<file path="config.mk">
export PLATFORM = sky130hd
export DESIGN_NAME = itag_ctl
export DESIGN_NICKNAME = d
export VERILOG_FILES = /design/src/rtl/itag_ctl.sv
export SDC_FILE = /design/constraint.sdc
export NUM_CORES = 1
export LEC_CHECK = 0
export ABC_CLOCK_PERIOD_IN_PS = 2270
export CAP_MARGIN = 15
export CORE_ASPECT_RATIO = 0.6
export CORE_MARGIN = 4
export CORE_UTILIZATION = 51
export DETAILED_ROUTE_END_ITERATION = 16
export PLACE_DENSITY = 0.78
export REMOVE_ABC_BUFFERS = 1
export SETUP_SLACK_MARGIN = 0.2
export SLEW_MARGIN = 10
export SYNTH_ARGS = -nofsm -noshare
export SYNTH_HDL_FRONTEND = slang
export SYNTH_SLANG_ARGS = --single-unit
</file>
<file path="constraint.sdc">
create_clock -name clk -period 2.27 [get_ports clk]
set_input_delay 0.454 -clock clk [delete_from_list [all_inputs] [get_ports clk]]
set_output_delay 0.454 -clock clk [all_outputs]
set_load 0.005 [all_outputs]
</file>
<file path="src/rtl/itag_ctl.sv">
// Upstream sequencer for the instruction-cache tag array: invalidate walk, lookup, miss fill and tag write.
// Outputs decode from state, walk counter and capture registers; idle cycles replay the last driven values.
module itag_ctl #(
    parameter int IDX_W = 10,
    parameter int TAG_W = 18,
    parameter int CNT_W = 16
) (
    input  logic             clk,
    input  logic             reset,
    input  logic             enable,
    input  logic             lkup_vld,
    input  logic [IDX_W-1:0] lkup_idx,
    input  logic [TAG_W-1:0] lkup_tag,
    input  logic             flush_req,
    input  logic             fill_ack,
    input  logic             ic_hit,
    output logic [IDX_W-1:0] icu_tag_addr,
    output logic [TAG_W-1:0] icu_tag_in,
    output logic             icu_tag_vld,
    output logic             icu_tag_we,
    output logic             fill_req,
    output logic             lkup_done,
    output logic             lkup_hit,
    output logic             busy,
    output logic [CNT_W-1:0] miss_cnt
);

    localparam logic [2:0] INIT  = 3'd0;
    localparam logic [2:0] IDLE  = 3'd1;
    localparam logic [2:0] LOOK  = 3'd2;
    localparam logic [2:0] MISS  = 3'd3;
    localparam logic [2:0] WRITE = 3'd4;
    localparam logic [2:0] FLUSH = 3'd5;

    localparam logic [IDX_W-1:0] LAST_IDX = '1;

    logic [2:0]       state;
    logic [IDX_W-1:0] cnt;
    logic [IDX_W-1:0] cap_idx;
    logic [TAG_W-1:0] cap_tag;
    logic             flush_pend;
    logic [CNT_W-1:0] miss_q;
    logic [IDX_W-1:0] last_addr;
    logic [TAG_W-1:0] last_in;
    logic             last_vld;
    logic             start_lkup;

    assign start_lkup = (state == IDLE) && !flush_pend && lkup_vld && enable;
    assign miss_cnt   = miss_q;

    always_comb begin
        icu_tag_addr = last_addr;
        icu_tag_in   = last_in;
        icu_tag_vld  = last_vld;
        icu_tag_we   = 1'b0;
        fill_req     = 1'b0;
        lkup_done    = 1'b0;
        lkup_hit     = 1'b0;
        busy         = 1'b1;
        case (state)
            INIT, FLUSH: begin
                icu_tag_addr = cnt;
                icu_tag_in   = '0;
                icu_tag_vld  = 1'b0;
                icu_tag_we   = 1'b1;
            end
            IDLE: begin
                busy = 1'b0;
                // address goes straight to the array so ic_hit is valid in LOOK
                if (start_lkup) begin
                    icu_tag_addr = lkup_idx;
                    icu_tag_in   = lkup_tag;
                end
            end
            LOOK: begin
                icu_tag_addr = cap_idx;
                icu_tag_in   = cap_tag;
                lkup_done    = 1'b1;
                lkup_hit     = ic_hit;
            end
            MISS: begin
                icu_tag_addr = cap_idx;
                icu_tag_in   = cap_tag;
                fill_req     = 1'b1;
            end
            WRITE: begin
                icu_tag_addr = cap_idx;
                icu_tag_in   = cap_tag;
                icu_tag_vld  = 1'b1;
                icu_tag_we   = 1'b1;
            end
            default: ;
        endcase
    end

    always_ff @(posedge clk) begin
        if (reset) begin
            state      <= INIT;
            cnt        <= '0;
            cap_idx    <= '0;
            cap_tag    <= '0;
            flush_pend <= 1'b0;
            miss_q     <= '0;
            last_addr  <= '0;
            last_in    <= '0;
            last_vld   <= 1'b0;
        end else begin
            last_addr <= icu_tag_addr;
            last_in   <= icu_tag_in;
            last_vld  <= icu_tag_vld;

            // a pulse arriving as the flush starts is absorbed by that flush
            if (state == IDLE && flush_pend)
                flush_pend <= 1'b0;
            else if (flush_req && state != INIT && state != FLUSH)
                flush_pend <= 1'b1;

            case (state)
                INIT, FLUSH: begin
                    if (cnt == LAST_IDX) begin
                        state <= IDLE;
                        cnt   <= '0;
                    end else begin
                        cnt <= cnt + IDX_W'(1);
                    end
                end
                IDLE: begin
                    if (flush_pend) begin
                        state <= FLUSH;
                    end else if (start_lkup) begin
                        cap_idx <= lkup_idx;
                        cap_tag <= lkup_tag;
                        state   <= LOOK;
                    end
                end
                LOOK: begin
                    if (ic_hit) begin
                        state <= IDLE;
                    end else begin
                        if (miss_q != '1)
                            miss_q <= miss_q + CNT_W'(1);
                        state <= MISS;
                    end
                end
                MISS: begin
                    if (fill_ack)
                        state <= WRITE;
                end
                WRITE: state <= IDLE;
                default: state <= INIT;
            endcase
        end
    end

endmodule

</file>
==> impl_metrics.yaml, run 1 <==
outcome:
  status: "finished, violations left"
  violations: "setup timing"
sta:
  tightest_slew_ns: 0.616
  slew_viol_final: 0
  finalCritPeriodShare_pct: 115
  fin_ws_ns: -0.337
  setup_violations: 29
  slew_headroom_pct: 58.8
  hold_violations: 0
  fin_worst_skew_ns: 0.00608
  tns_ns: -6.60
  fin_crit_ns: 2.61
  rsz0062_at_grt: "yes"
  max_freq_mhz: 384
  fin_hold_ws_ns: 0.455
pwr:
  p_leak_uw: 0.00271
  ir_drop_mv: 0.481
  pwr_density_cell_nw_per_um2: 864
  total_power_uw: 5310
die:
  die-area_um2: 9350
  die_h_um: 76.5
  pin_count: 85
  die_w_um: 122
  rows: 24
  core_area_um2: 7420
  start_util_pct: 53.8
synth:
  avgSynthCellArea_um2: 8.49
  yosysWarnings: 0
  synth-edff-count: 0
  synth_most_common_cell: "dfxtp_1"
  async_flop_share_pct: 0
  synth_top_area_share_pct: 43.7
  synth_top_area_cell: "dfxtp_1"
  synth-main-ff-cell: "dfxtp_1"
  yosysSeqAreaShare_pct: 43.7
  synthTopCellsByArea: "dfxtp_1 44%, nand2_1 7.1%, a21oi_1 4.9%, nor2_1 4.8%, a222oi_1 4.8%"
  ys_ff_latch: 87
  netlist_top_cells_count: "87 x dfxtp_1, 75 x nand2_1, 51 x nor2_1, 39 x a21oi_1, 23 x inv_1"
  syn_inst: 470
  synth_area_um2: 3990
  yosysUniqueCellTypes: 50
critical_path:
  reg2reg_depth: 9
  start_kind: "flip-flop"
  crit_required_ns: 1.82
  reg2reg_slack_ns: 0.18
  path_max_fanout: 4
  cp_num_buf_inv: 4
  arrival_ns: 2.15
  path_delay_family: "compound AO/OA/AOI/OAI gates"
  path_cells: "or3b_4 -> a31oi_4 -> buf_6 -> a21o_4 -> buf_12 -> a222oi_1 -> inv_1 -> buf_2"
  reg2reg_to: "cap_tag[10]$_SDFFE_PP0P_"
  cp.depth: 8
  cp-end-kind: "primary output"
  slowest_stage: "a222oi_1"
  critPathKind: "flip-flop to primary output"
  cpPeakStageDelay_ns: 0.41
  r2r_start: "state[1]$_SDFFE_PP0P_"
global_routing:
  first_global_vias: 4002
  grt_max_degree: 41
  overflow: 0
  grt_pass1_wl_um: 20400
  grt_antenna_before_repair: 0
  grtUsageTotal_pct: 27.5
cts:
  clock-sinks: 87
  clk_latency_ns: 0.34
  cts_buffers: 9
  ctsHoldBuffers: 0
  cts_root_buf: "clkbuf_16"
  clk_path_buf_depth: 2
  htree_levels: 3
  clkTransAtPathRegs_ns: 0.06
  cts_tree: "built"
worst_hold_path:
  hp-start: "cap_tag[16]$_SDFFE_PP0P_"
  hp-class: "flip-flop to flip-flop"
  holdPathEnd: "cap_tag[16]$_SDFFE_PP0P_"
  hold_depth: 2
drt:
  drtIter0Drc: 519
  firstDrtPassIters: 6
  antenna_left: 0
  vias_per_cell: 5.94
  vias: 4389
  wirelength_um: 14500
  post_drt_wl_per_cell_um: 19.7
  drc: 0
placed_design:
  globalplace.congestion: 0.864
  io_buffers: 84
  dpl_cell_area_um2: 5060
  hpwl_um: 7350
cells_and_area:
  nFillCells: 413
  syn2layout_area_growth_pct: 54.1
  diodes: 0
  fin_nets: 667
  final_area_um2: 6150
  drive_gt1_share_pct: 29.3
  finalCoreUtilization_pct: 82.9
flow_run:
  max_cap_viol_count: 0
==> worst max path at each step <==
stage | start | end
final | state[0]$_SDFFE_PP0P_ | icu_tag_in[8]
after global routing | state[0]$_SDFFE_PP0P_ | icu_tag_in[8]
after CTS | state[0]$_SDFFE_PP0P_ | icu_tag_in[15]
after detailed placement | enable | icu_tag_in[12]
after global placement | enable | icu_tag_in[3]
after floorplan | state[1]$_SDFFE_PP0P_ | icu_tag_addr[9]
==> layout by cell type, fill, tap and decap left out, types with 4 or more instances in the layout <==
cell             Yosys  layout
xor2_1              12      12
a31oi_1              5       5
a21o_1               8       8
mux2i_1              7       7
o21ai_0              6       4
a221oi_1             6       6
nand3_1             16       7
nand2_4              0       8
a21oi_1             39      38
dlygate4sd2_1        0       5
and3_1               4       4
nand2_1             75      66
nor3_1               5       5
clkdlybuf4s50_1      0      48
nand4_1             10      10
nand3_2              0       9
nand2_2              3       4
dfxtp_1             87      84
inv_1               23      22
xnor2_1              9       9
buf_12               0       9
buf_6                6      27
clkbuf_16            0       9
a222oi_1            19      19
buf_4                4      52
a22oi_1              4       4
buf_2                5      28
nor2b_1             12      10
nor2_1              51      48
==> per-layer routing <==
layer / GRT usage [%] / vias up / wire length (µm)
li1: - / 1974 / -
met1: 37.4 / 2104 / 6030
met2: 42.9 / 275 / 6690
met3: 7.05 / 36 / 1480
met4: 8.27 / 0 / 353
met5: 0 / - / 0
==> logic make-up after synthesis <==
group           share of synthesized area, %
simple gates                            24.8
compound gates                          17.6
flops                                   43.7
buf+inv                                 6.65
xor+xnor                                4.61
mux                                     2.04
fa+ha+maj                              0.627
==> cell type report <==
class                   count  area (µm²)  area share [%]
repair buffers            178        1730            28.2
inverters                  23        86.3            1.40
flip-flops and latches     87        1750            28.4
well taps                 104         130            2.12
clock buffers              14         264            4.29
multi-input cells         331        2170            35.3
clock inverters             2        15.0           0.244
==> worst reg2reg max path, cell delays in order (launching register included) <==
cell and delay (ns):
dfxtp_2 0.33, buf_4 0.13, buf_6 0.13, buf_4 0.15, bufbuf_16 0.28, nor4b_4 0.36, nand3_1 0.17, buf_8 0.21
nand2_1 0.12, a21oi_1 0.10
==> timing repair <==
action,in CTS,in global routing
gates resized for setup,165,44
setup endpoints to repair,34,66
gates cloned,6,0
buffers inserted,33,23
pin swaps,20,25
==> stage by stage <==
stage	setup WS (ns)	instances
2_1_floorplan	-0.553	440
3_3_place_gp	-0.531	661
3_5_place_dp	-0.574	661
4_1_cts	-0.239	716
5_1_grt	-0.403	739
6_report	-0.337	739
==> registers in the layout, indices dropped and copies added, names as in the netlist <==
signal      count
cap_tag        18
last_addr      10
miss_cnt       16
flush_pend      1
state           3
cnt            10
last_in        18
cap_idx        10
last_vld        1
==> where the power goes <==
group / switching (µW) / internal [µW] / leakage, µW
Sequential: 95.9 / 1650 / 0.000704
Clock: 594 / 803 / 0.000129
Combinational: 1100 / 1070 / 0.00188
Total: 1790 / 3520 / 0.00271
Note: power is estimated with default switching activity, not from simulation.
==> run 2: changes to the inputs <==
--- a/config.mk
+++ b/config.mk
@@ -14,7 +14,7 @@
 export PLACE_DENSITY = 0.78
 export REMOVE_ABC_BUFFERS = 1
 export SETUP_SLACK_MARGIN = 0.2
-export SLEW_MARGIN = 10
+export SLEW_MARGIN = 40
 export SYNTH_ARGS = -nofsm -noshare
 export SYNTH_HDL_FRONTEND = slang
 export SYNTH_SLANG_ARGS = --single-unit
==> results of run 2 <==
No change in the layout: final DEF, timing and power equal those of run 1.
